--- src/rtl/attention_pkg.sv ---
// Shared definitions for the A.V issue sequencer: precision codes, latency map, FSM states.
package attention_pkg;

  typedef enum logic [3:0] {
    PREC_INT4 = 4'd0,
    PREC_INT8 = 4'd1,
    PREC_FP16 = 4'd2
  } prec_e;

  typedef enum logic [1:0] {
    ST_IDLE,
    ST_ISSUE,
    ST_DRAIN,
    ST_DONE
  } state_t;

  localparam int RET_SLOTS = 4;

  // Unknown codes fall back to the slowest (FP16) pipe.
  function automatic logic [2:0] prec_latency(input logic [3:0] code);
    logic [2:0] k;
    case (prec_e'(code))
      PREC_INT4: k = 3'd1;
      PREC_INT8: k = 3'd2;
      default:   k = 3'd4;
    endcase
    return k;
  endfunction

endpackage

--- src/rtl/av_return_tracker.sv ---
// Tag delay line mirroring the multiplier array latency plus the in-order hazard counter.
// A push lands in slot k-1 and reaches the acc outputs exactly k cycles later.
module av_return_tracker
  import attention_pkg::*;
#(
  parameter int TW = 3,
  parameter int BW = 2
) (
  input  logic          clk,
  input  logic          rst_n,
  input  logic          clear_i,
  input  logic [2:0]    query_k_i,
  output logic          can_issue_o,
  input  logic          push_i,
  input  logic [TW-1:0] push_token_i,
  input  logic [BW-1:0] push_batch_i,
  output logic          drained_o,
  output logic          acc_valid_o,
  output logic [TW-1:0] acc_token_o,
  output logic [BW-1:0] acc_batch_o
);

  logic [RET_SLOTS-1:0] vld_q, vld_d;
  logic [TW-1:0]        tok_q [RET_SLOTS];
  logic [TW-1:0]        tok_d [RET_SLOTS];
  logic [BW-1:0]        bat_q [RET_SLOTS];
  logic [BW-1:0]        bat_d [RET_SLOTS];
  logic [2:0]           rem_q, rem_d;
  logic [1:0]           slot;

  assign slot        = 2'(query_k_i - 3'd1);
  // rem tracks the highest occupied slot, so k > rem means slot k-1 is free after the shift.
  assign can_issue_o = query_k_i > rem_q;
  assign drained_o   = (rem_q == 3'd0) && (vld_q[RET_SLOTS-1:1] == '0);
  assign acc_valid_o = vld_q[0];
  assign acc_token_o = tok_q[0];
  assign acc_batch_o = bat_q[0];

  always_comb begin
    vld_d = {1'b0, vld_q[RET_SLOTS-1:1]};
    for (int i = 0; i < RET_SLOTS - 1; i++) begin
      tok_d[i] = tok_q[i+1];
      bat_d[i] = bat_q[i+1];
    end
    tok_d[RET_SLOTS-1] = '0;
    bat_d[RET_SLOTS-1] = '0;
    rem_d = (rem_q == 3'd0) ? 3'd0 : rem_q - 3'd1;
    if (push_i) begin
      vld_d[slot] = 1'b1;
      tok_d[slot] = push_token_i;
      bat_d[slot] = push_batch_i;
      rem_d       = query_k_i - 3'd1;
    end
    if (clear_i) begin
      vld_d = '0;
      rem_d = '0;
      for (int i = 0; i < RET_SLOTS; i++) begin
        tok_d[i] = '0;
        bat_d[i] = '0;
      end
    end
  end

  always_ff @(posedge clk or negedge rst_n) begin
    if (!rst_n) begin
      vld_q <= '0;
      rem_q <= '0;
      for (int i = 0; i < RET_SLOTS; i++) begin
        tok_q[i] <= '0;
        bat_q[i] <= '0;
      end
    end else begin
      vld_q <= vld_d;
      rem_q <= rem_d;
      for (int i = 0; i < RET_SLOTS; i++) begin
        tok_q[i] <= tok_d[i];
        bat_q[i] <= bat_d[i];
      end
    end
  end

endmodule

--- src/rtl/av_precision_scheduler.sv ---
// Walks (token, batch) work items into the mixed-precision A.V array, inserting bubbles so results return in order.
// issue_* holds stable while issue_ready is low; the return line keeps shifting regardless.
module av_precision_scheduler
  import attention_pkg::*;
#(
  parameter int  L       = 8,
  parameter int  N       = 1,
  parameter int  E       = 8,
  parameter int  P       = 16,
  localparam int TOTAL   = L * N * E,
  localparam int BATCHES = (TOTAL + P - 1) / P,
  localparam int TW      = (L > 1) ? $clog2(L) : 1,
  localparam int BW      = (BATCHES > 1) ? $clog2(BATCHES) : 1
) (
  input  logic             clk,
  input  logic             rst_n,
  input  logic             start,
  input  logic             abort,
  input  logic [L-1:0][3:0] token_precision,
  output logic             busy,
  output logic             done,
  output logic             issue_valid,
  input  logic             issue_ready,
  output logic [TW-1:0]    issue_token,
  output logic [BW-1:0]    issue_batch,
  output logic [3:0]       issue_prec,
  output logic             acc_valid,
  output logic [TW-1:0]    acc_token,
  output logic [BW-1:0]    acc_batch
);

  state_t              state_q, state_d;
  logic [L-1:0][3:0]   prec_q, prec_d;
  logic [TW-1:0]       tok_q, tok_d;
  logic [BW-1:0]       bat_q, bat_d;
  logic [2:0]          k_cur;
  logic                can_issue, drained, fire, last_item, last_batch;

  assign issue_token = tok_q;
  assign issue_batch = bat_q;
  assign issue_prec  = prec_q[tok_q];
  assign k_cur       = prec_latency(issue_prec);
  assign issue_valid = (state_q == ST_ISSUE) && can_issue;
  assign fire        = issue_valid && issue_ready;
  assign last_batch  = bat_q == BW'(BATCHES - 1);
  assign last_item   = last_batch && (tok_q == TW'(L - 1));
  assign busy        = state_q != ST_IDLE;
  assign done        = state_q == ST_DONE;

  av_return_tracker #(.TW(TW), .BW(BW)) u_tracker (
    .clk          (clk),
    .rst_n        (rst_n),
    .clear_i      (abort),
    .query_k_i    (k_cur),
    .can_issue_o  (can_issue),
    .push_i       (fire),
    .push_token_i (tok_q),
    .push_batch_i (bat_q),
    .drained_o    (drained),
    .acc_valid_o  (acc_valid),
    .acc_token_o  (acc_token),
    .acc_batch_o  (acc_batch)
  );

  always_comb begin
    state_d = state_q;
    prec_d  = prec_q;
    tok_d   = tok_q;
    bat_d   = bat_q;
    case (state_q)
      ST_IDLE: if (start) begin
        prec_d  = token_precision;
        tok_d   = '0;
        bat_d   = '0;
        state_d = ST_ISSUE;
      end
      ST_ISSUE: if (fire) begin
        if (last_item) begin
          state_d = ST_DRAIN;
        end else if (last_batch) begin
          bat_d = '0;
          tok_d = tok_q + TW'(1);
        end else begin
          bat_d = bat_q + BW'(1);
        end
      end
      // The final result may still be in slot 0 this cycle; done follows it directly.
      ST_DRAIN: if (drained) state_d = ST_DONE;
      ST_DONE:  state_d = ST_IDLE;
      default:  state_d = ST_IDLE;
    endcase
    if (abort) begin
      state_d = ST_IDLE;
      tok_d   = '0;
      bat_d   = '0;
    end
  end

  always_ff @(posedge clk or negedge rst_n) begin
    if (!rst_n) begin
      state_q <= ST_IDLE;
      prec_q  <= '0;
      tok_q   <= '0;
      bat_q   <= '0;
    end else begin
      state_q <= state_d;
      prec_q  <= prec_d;
      tok_q   <= tok_d;
      bat_q   <= bat_d;
    end
  end

endmodule

--- config.mk ---
export PLATFORM = sky130hd
export DESIGN_NAME = av_precision_scheduler
export DESIGN_NICKNAME = d
export VERILOG_FILES = /design/src/rtl/attention_pkg.sv /design/src/rtl/av_return_tracker.sv /design/src/rtl/av_precision_scheduler.sv
export SDC_FILE = /design/constraint.sdc
export NUM_CORES = 1
export LEC_CHECK = 0
export CORE_ASPECT_RATIO = 0.6
export CORE_UTILIZATION = 39
export CTS_BUF_LIST = sky130_fd_sc_hd__clkbuf_8
export DETAILED_ROUTE_END_ITERATION = 7
export HOLD_SLACK_MARGIN = 0.06
export REMOVE_ABC_BUFFERS = 1
export SYNTH_ARGS = -nofsm -noshare
export SYNTH_HDL_FRONTEND = slang
export SYNTH_SLANG_ARGS = --single-unit
--- constraint.sdc ---
create_clock -name clk -period 3.97 [get_ports clk]
set_input_delay 0.794 -clock clk [delete_from_list [all_inputs] [get_ports clk]]
set_output_delay 0.794 -clock clk [all_outputs]
set_load 0.03 [all_outputs]
==> impl_metrics.py, run 1 <==
metrics = {
    "setup_path": {
        "slowest_delay_ps": 500,
        "worstPathRequired_ps": 3180,
        "criticalPathCategory": "flop to output pin",
        "startpoint_type": "flop",
        "critPathLaunch": "issue_token[0]$_DFFE_PN0P_",
        "cp_max_fo": 5,
        "r2r_slack_ps": 510,
        "slowest_stage": "mux4_2",
        "cpMostUsedCell": "inv_2",
        "worstSetupEndpointType": "output pin",
        "rr_startpoint": "issue_token[0]$_DFFE_PN0P_",
        "path_cells": "buf_6, mux4_2, nand2_2, nand2_4, nor4_4, inv_2, ha_4, inv_2, nand2_1, ha_1, nor2b_1, o21a_1, nor2_1, a311oi_1, buf_4",
        "cp.arrival_ps": 3120,
    },
    "clock_tree": {
        "clkTransAtPathRegs_ps": 70,
        "cts_sinks": 66,
        "cts_hold_buf": 0,
        "root_buffer": "clkbuf_8",
        "cts.path.max_buffers": 2,
        "clkLatencyLatePin_ps": 340,
        "htree_levels": 3,
        "tritoncts": "built",
        "cts_buffers": 9,
    },
    "drt": {
        "routed_wl_mm": 6.79,
        "vias": 2160,
        "drtPass1Iterations": 4,
        "wl_per_cell_um": 15.3,
        "drtIter0Drc": 89,
        "route.detailed.drc": 0,
        "detail-route-antenna-nets": 0,
        "viasPerCell": 4.85,
    },
    "floorplan": {
        "die-area_mm2": 0.00881,
        "design.core.area_mm2": 0.00801,
        "dieHeight_um": 73.1,
        "die_w_um": 121,
        "fp-row-count": 25,
        "initial_utilization_pct": 41.0,
        "pin_count": 55,
    },
    "yosys": {
        "ys_seq_elements": 66,
        "yosys.area.top_type": "dfrtp_1",
        "synth.most_common_cell": "dfrtp_1",
        "synth_top_cells_by_area": "dfrtp_1 50%, mux2_2 11%, ha_1 6.1%",
        "synth.avg_cell_area_um2": 12.4,
        "netlist_area_mm2": 0.00329,
        "synth_ff_type": "dfrtp_1",
        "ys_types": 38,
        "synth.yosys.seq_area_share_pct": 50.2,
        "synth-async-reset-ratio_pct": 100,
        "synthCells": 266,
        "yosys_warnings": 0,
        "synth_common_cells": "66 x dfrtp_1, 33 x mux2_2, 25 x nor2_1",
        "synth_top_area_share_pct": 50.2,
        "synth_enable_flop_cells": 0,
    },
    "final_layout": {
        "final_area_mm2": 0.00425,
        "areaGrowthSynthToFinish_pct": 29.2,
        "fin_util_pct": 53.0,
        "drive_gt1_share_pct": 28.8,
        "diodes": 0,
        "nets": 386,
        "final_cell_count_no_fill": 445,
    },
    "global_route": {
        "track_usage_pct": 17.4,
        "first_global_vias": 2179,
        "grt_first_pass_wirelength_mm": 11.3,
        "antenna_found_initial": 0,
        "grt_max_degree": 40,
        "grt_overflow_total": 0,
    },
    "placed_design": {
        "placed_cells": 422,
        "portBuffers": 54,
        "place_congestion": 0.865,
        "placed_area_mm2": 0.00394,
        "dp_hpwl_mm": 4.98,
    },
    "sta": {
        "finalClockSkew_ps": 5.26,
        "period_share_pct": 98.7,
        "slew_viol_final": 0,
        "final_hold_viol_count": 0,
        "fmax_ghz": 0.255,
        "post-route-min-period_ps": 3920,
        "setup_tns_ps": 0,
        "worst_slew_pin_slew_ps": 879,
        "grt_setup_unrepaired": "true",
        "relSlewSlack_pct": 41.4,
        "worst_hold_slack_ps": 498,
        "setup_violations": 0,
    },
    "outcome": {
        "status": "complete, no violations",
    },
    "power_and_ir_drop": {
        "clockPowerShare_pct": 24.0,
        "share_seq_of_total_power_pct": 38.0,
        "ir_drop_v": 0.000338,
        "switching_share_pct": 32.7,
        "p_sw_uw": 842,
        "cellLeakagePower_uw": 0.00193,
        "power_frac_comb_pct": 38.0,
        "power.internal_uw": 1730,
        "p_per_area_mw_per_mm2": 606,
    },
    "hold_path": {
        "worst_hold_startpoint": "u_tracker.tok_q[2]$_DFF_PN0_",
        "hold_class": "flop to flop",
    },
    "job": {
        "cap_violations": 0,
    },
}
[kinds of logic (layout without fill, tap and decap cells)]
family / count (synthesis) / count (layout) / share of synthesized area [%]
xor gates and xnor gates: 2 / 2 / 0.533
DFF: 66 / 66 / 50.2
AOI/OAI and AO/OA: 27 / 27 / 6.74
and+or+nand+nor: 65 / 65 / 9.59
muxes: 55 / 55 / 21.9
buffers and inverters: 35 / 106 / 4.91
adders and majority gates: 16 / 16 / 6.09
[cell type report]
type	instances	area [um^2]
flip-flops and latches	66	1650
inverters	19	71.3
repair buffers	72	676
multi-input cells	165	1500
clock inverters	5	78.8
well taps	108	135
clock buffers	10	138
fillers	722	3760
[metal layers]
| metal | routed length [um] | vias to the layer above | GRT usage [%] |
|---|---|---|---|
| li1 | - | 1047 | - |
| met1 | 3680 | 1055 | 25.7 |
| met2 | 2670 | 53 | 23.4 |
| met3 | 377 | 5 | 6.88 |
| met4 | 55 | 0 | 4.94 |
| met5 | 0 | - | 0 |
[sequential cells by signal (all words and copies together) (netlist names)]
name / count
issue_batch: 2
u_tracker.tok_q: 9
u_tracker.rem_q: 3
prec_q: 32
state_q: 2
issue_token: 3
u_tracker.bat_q: 6
u_tracker.acc_batch_o: 2
u_tracker.acc_token_o: 3
u_tracker.vld_q: 4
[worst max-delay path, delay by kind of cell (launching register included)]
| kind | cells | cell delay, ps |
|---|---|---|
| fa+ha+maj | 2 | 340 |
| simple gates | 6 | 730 |
| buf+inv | 4 | 470 |
| compound gates | 2 | 380 |
| flops | 1 | 380 |
| mux | 1 | 500 |
[cells in the final DEF, fill, tap and decap left out, types with 3 or more instances in the layout]
| master | count |
|---|---|
| a211oi_1 | 3 |
| a21oi_1 | 6 |
| a22o_1 | 4 |
| and2_1 | 3 |
| buf_4 | 17 |
| clkbuf_8 | 10 |
| clkdlybuf4s50_1 | 52 |
| dfrtp_1 | 65 |
| ha_1 | 15 |
| inv_1 | 17 |
| mux2_2 | 33 |
| mux2i_1 | 13 |
| mux4_2 | 6 |
| nand2_1 | 12 |
| nand2_2 | 7 |
| nand2b_1 | 4 |
| nand3_1 | 4 |
| nor2_1 | 25 |
| o211ai_2 | 3 |
[path summary, 6_finish.rpt]
path / cells after the start / to
worst max-delay path: 15 / issue_valid
worst min-delay path: 2 / u_tracker.tok_q[5]$_DFF_PN0_
worst max register to register: 14 / state_q[0]$_DFFE_PN0P_
worst min register to register: 2 / u_tracker.tok_q[5]$_DFF_PN0_
max in group asynchronous: 2 / issue_token[1]$_DFFE_PN0P_
min in group asynchronous: 1 / u_tracker.vld_q[0]$_DFF_PN0_
[power groups by stage]
| stage | sequential, uW | combinational, uW | clock [uW] |
|---|---|---|---|
| after global routing | 1000 | 1060 | 665 |
| final | 979 | 977 | 617 |
| after CTS | 977 | 986 | 637 |
| after floorplan | 933 | 659 | 0 |
| after global placement | 988 | 904 | 0 |
| after detailed placement | 985 | 926 | 0 |
[what timing repair did]
action,CTS,global route
buffers inserted,8,0
gates resized for setup,19,2
gates cloned,0,0
pin swaps,9,0
setup endpoints to repair,1,1
[through the flow]
step	setup slack, ps	power, uW
final	51.8	2570
after global placement	274	1890
after floorplan	-707	1590
after detailed placement	185	1910
after global routing	-166	2730
after CTS	1.11	2600
Note: power is estimated with default switching activity, not from simulation.
==> run 2, diff against run 1 <==
Settings changed: CTS_CLUSTER_SIZE from default to 40.
==> results of run 2 <==
Final layout, timing and power as in run 1 (identical DEF).
==> run 3, diff against run 2 <==
Settings changed: REMOVE_ABC_BUFFERS 1 to default.
==> impl_metrics.py, run 3 (synthesized netlist as in run 1, its figures left out) <==
metrics = {
    "final_layout": {
        "regArea_mm2": 0.00166,
        "fill_cells": 706,
        "multi_input_area_mm2": 0.00159,
        "top_regs": "prec_q (32), u_tracker.tok_q (9), u_tracker.bat_q (6)",
        "final_area_mm2": 0.00434,
        "largest_reg_flops": 32,
        "largest_register": "prec_q",
        "diodes": 0,
        "final_common_cell": "dfrtp_1",
        "nets": 389,
        "drive_gt1_share_pct": 33.4,
        "areaGrowthSynthToFinish_pct": 32.2,
        "final_cell_mix": "64 x dfrtp_1, 52 x clkdlybuf4s50_1, 33 x mux2_2, 24 x nor2_1",
    },
    "power_and_ir_drop": {
        "p_sw_uw": 910,
        "finalPower_uw": 2600,
        "cellLeakagePower_uw": 0.00196,
        "clockPowerShare_pct": 19.8,
        "ir_drop_v": 0.000413,
        "p_per_area_mw_per_mm2": 599,
        "power.internal_uw": 1690,
        "switching_share_pct": 35.0,
        "share_seq_of_total_power_pct": 37.9,
        "power_frac_comb_pct": 42.3,
    },
    "global_route": {
        "grt_max_degree": 37,
        "antenna_found_initial": 0,
        "first_global_vias": 2179,
        "grt_overflow_total": 0,
        "grt_first_pass_wirelength_mm": 11.6,
        "track_usage_pct": 18.1,
    },
    "sta": {
        "period_share_pct": 99.6,
        "postLayoutSetupSlackWorst_ps": 17.4,
        "finalClockSkew_ps": 13.7,
        "grt_setup_unrepaired": "true",
        "setup_tns_ps": 0,
        "final_hold_viol_count": 0,
        "slew_viol_final": 0,
        "post-route-min-period_ps": 3950,
        "worst_slew_pin_slew_ps": 835,
        "relSlewSlack_pct": 44.4,
        "fmax_ghz": 0.253,
        "worst_hold_slack_ps": 495,
        "setup_violations": 0,
    },
    "clock_tree": {
        "cts_hold_buf": 0,
        "cts_sinks": 66,
        "cts.path.max_buffers": 2,
        "htree_levels": 3,
        "root_buffer": "clkbuf_8",
        "tritoncts": "built",
        "clkTransAtPathRegs_ps": 80,
        "clkLatencyLatePin_ps": 360,
        "cts_buffers": 9,
    },
    "floorplan": {
        "initial_utilization_pct": 41.0,
        "die-area_mm2": 0.00881,
        "pin_count": 55,
        "die_w_um": 121,
        "design.core.area_mm2": 0.00801,
        "fp-row-count": 25,
        "dieHeight_um": 73.1,
    },
    "drt": {
        "routed_wl_mm": 7.07,
        "detail-route-antenna-nets": 0,
        "vias": 2212,
        "drtPass1Iterations": 4,
        "route.detailed.drc": 0,
        "drtIter0Drc": 91,
        "wl_per_cell_um": 15.7,
        "viasPerCell": 4.93,
    },
    "setup_path": {
        "criticalPathCategory": "flop to output pin",
        "cp_max_fo": 4,
        "worstSetupEndpointType": "output pin",
        "r2r_slack_ps": 450,
        "cp.arrival_ps": 3160,
        "startpoint_type": "flop",
        "worstPathRequired_ps": 3180,
        "rr_worst_depth": 20,
    },
    "placed_design": {
        "dp_hpwl_mm": 4.97,
        "dp_worst_setup_slack_ps": 15.1,
        "place_congestion": 0.849,
        "placed_area_mm2": 0.00398,
        "portBuffers": 54,
    },
    "outcome": {
        "status": "complete, no violations",
    },
    "job": {
        "cap_violations": 0,
    },
    "yosys": {
        "syn_nets": 319,
    },
    "hold_path": {
        "hold_class": "flop to flop",
        "hold_depth": 2,
    },
}
-- run 3: cell types whose count changed in the layout (fill, tap and decap cells not counted), sizes merged --
cell | before | now
buf | 20 | 23
bufinv | 2 | 0
clkbuf | 10 | 11
clkinvlp | 0 | 1
inv | 19 | 20
-- run 3: cell type report --
| class | instances | share of cell area [%] |
|---|---|---|
| sequential | 66 | 38.1 |
| clock inverter | 5 | 0.691 |
| tap | 108 | 3.11 |
| timing repair buffer | 75 | 16.4 |
| multi-input combinational | 165 | 36.5 |
| inverter | 19 | 1.64 |
| clock buffer | 11 | 3.49 |
-- run 3: timing repair --
item	in CTS	in global routing
pin swaps	9	7
gates resized for setup	29	9
cloned	0	0
setup endpoints to repair	1	1
setup buffers	11	1
-- run 3: power groups by stage --
stage,sequential (uW),clock (uW),combinational (uW)
floorplan,934,0,715
global placement,990,0,957
detailed placement,981,0,978
CTS,975,533,1070
global route,1010,562,1190
finish,985,516,1100
-- run 3: metrics by stage --
step | util [%] | cells
2_1_floorplan | - | 266
3_3_place_gp | 49.7 | 422
3_5_place_dp | 49.7 | 422
4_1_cts | 53.7 | 448
5_1_grt | 54.3 | 449
6_report | 54.3 | 449
-- run 3: critical path, cell delays in order (launching register included) --
cell and delay, ps:
dfrtp_4 500, buf_12 150, mux4_2 420, nand2_2 110, nand2_4 70, nor4_4 330, inv_2 100, ha_4 170
inv_2 50, nand2_2 50, ha_4 150, nor2b_1 100, o21a_2 160, nor2_4 40, a311oi_4 230, buf_6 170
-- run 3: worst paths after layout --
| check | from | end |
|---|---|---|
| worst max-delay path | issue_token[0]$_DFFE_PN0P_ | issue_valid |
| worst min-delay path | u_tracker.tok_q[1]$_DFF_PN0_ | u_tracker.tok_q[4]$_DFF_PN0_ |
| worst max register to register | issue_token[0]$_DFFE_PN0P_ | issue_batch[0]$_DFFE_PN0P_ |
| worst min register to register | u_tracker.tok_q[1]$_DFF_PN0_ | u_tracker.tok_q[4]$_DFF_PN0_ |
| max in group asynchronous | rst_n | prec_q[5]$_DFFE_PN0P_ |
| min in group asynchronous | rst_n | issue_batch[0]$_DFFE_PN0P_ |
-- run 3: per-layer routing --
layer / global-route usage [%] / routed length, um
met1: 25.4 / 3380
met2: 24.8 / 3060
met3: 7.42 / 541
met4: 6.45 / 85
met5: 0 / 0
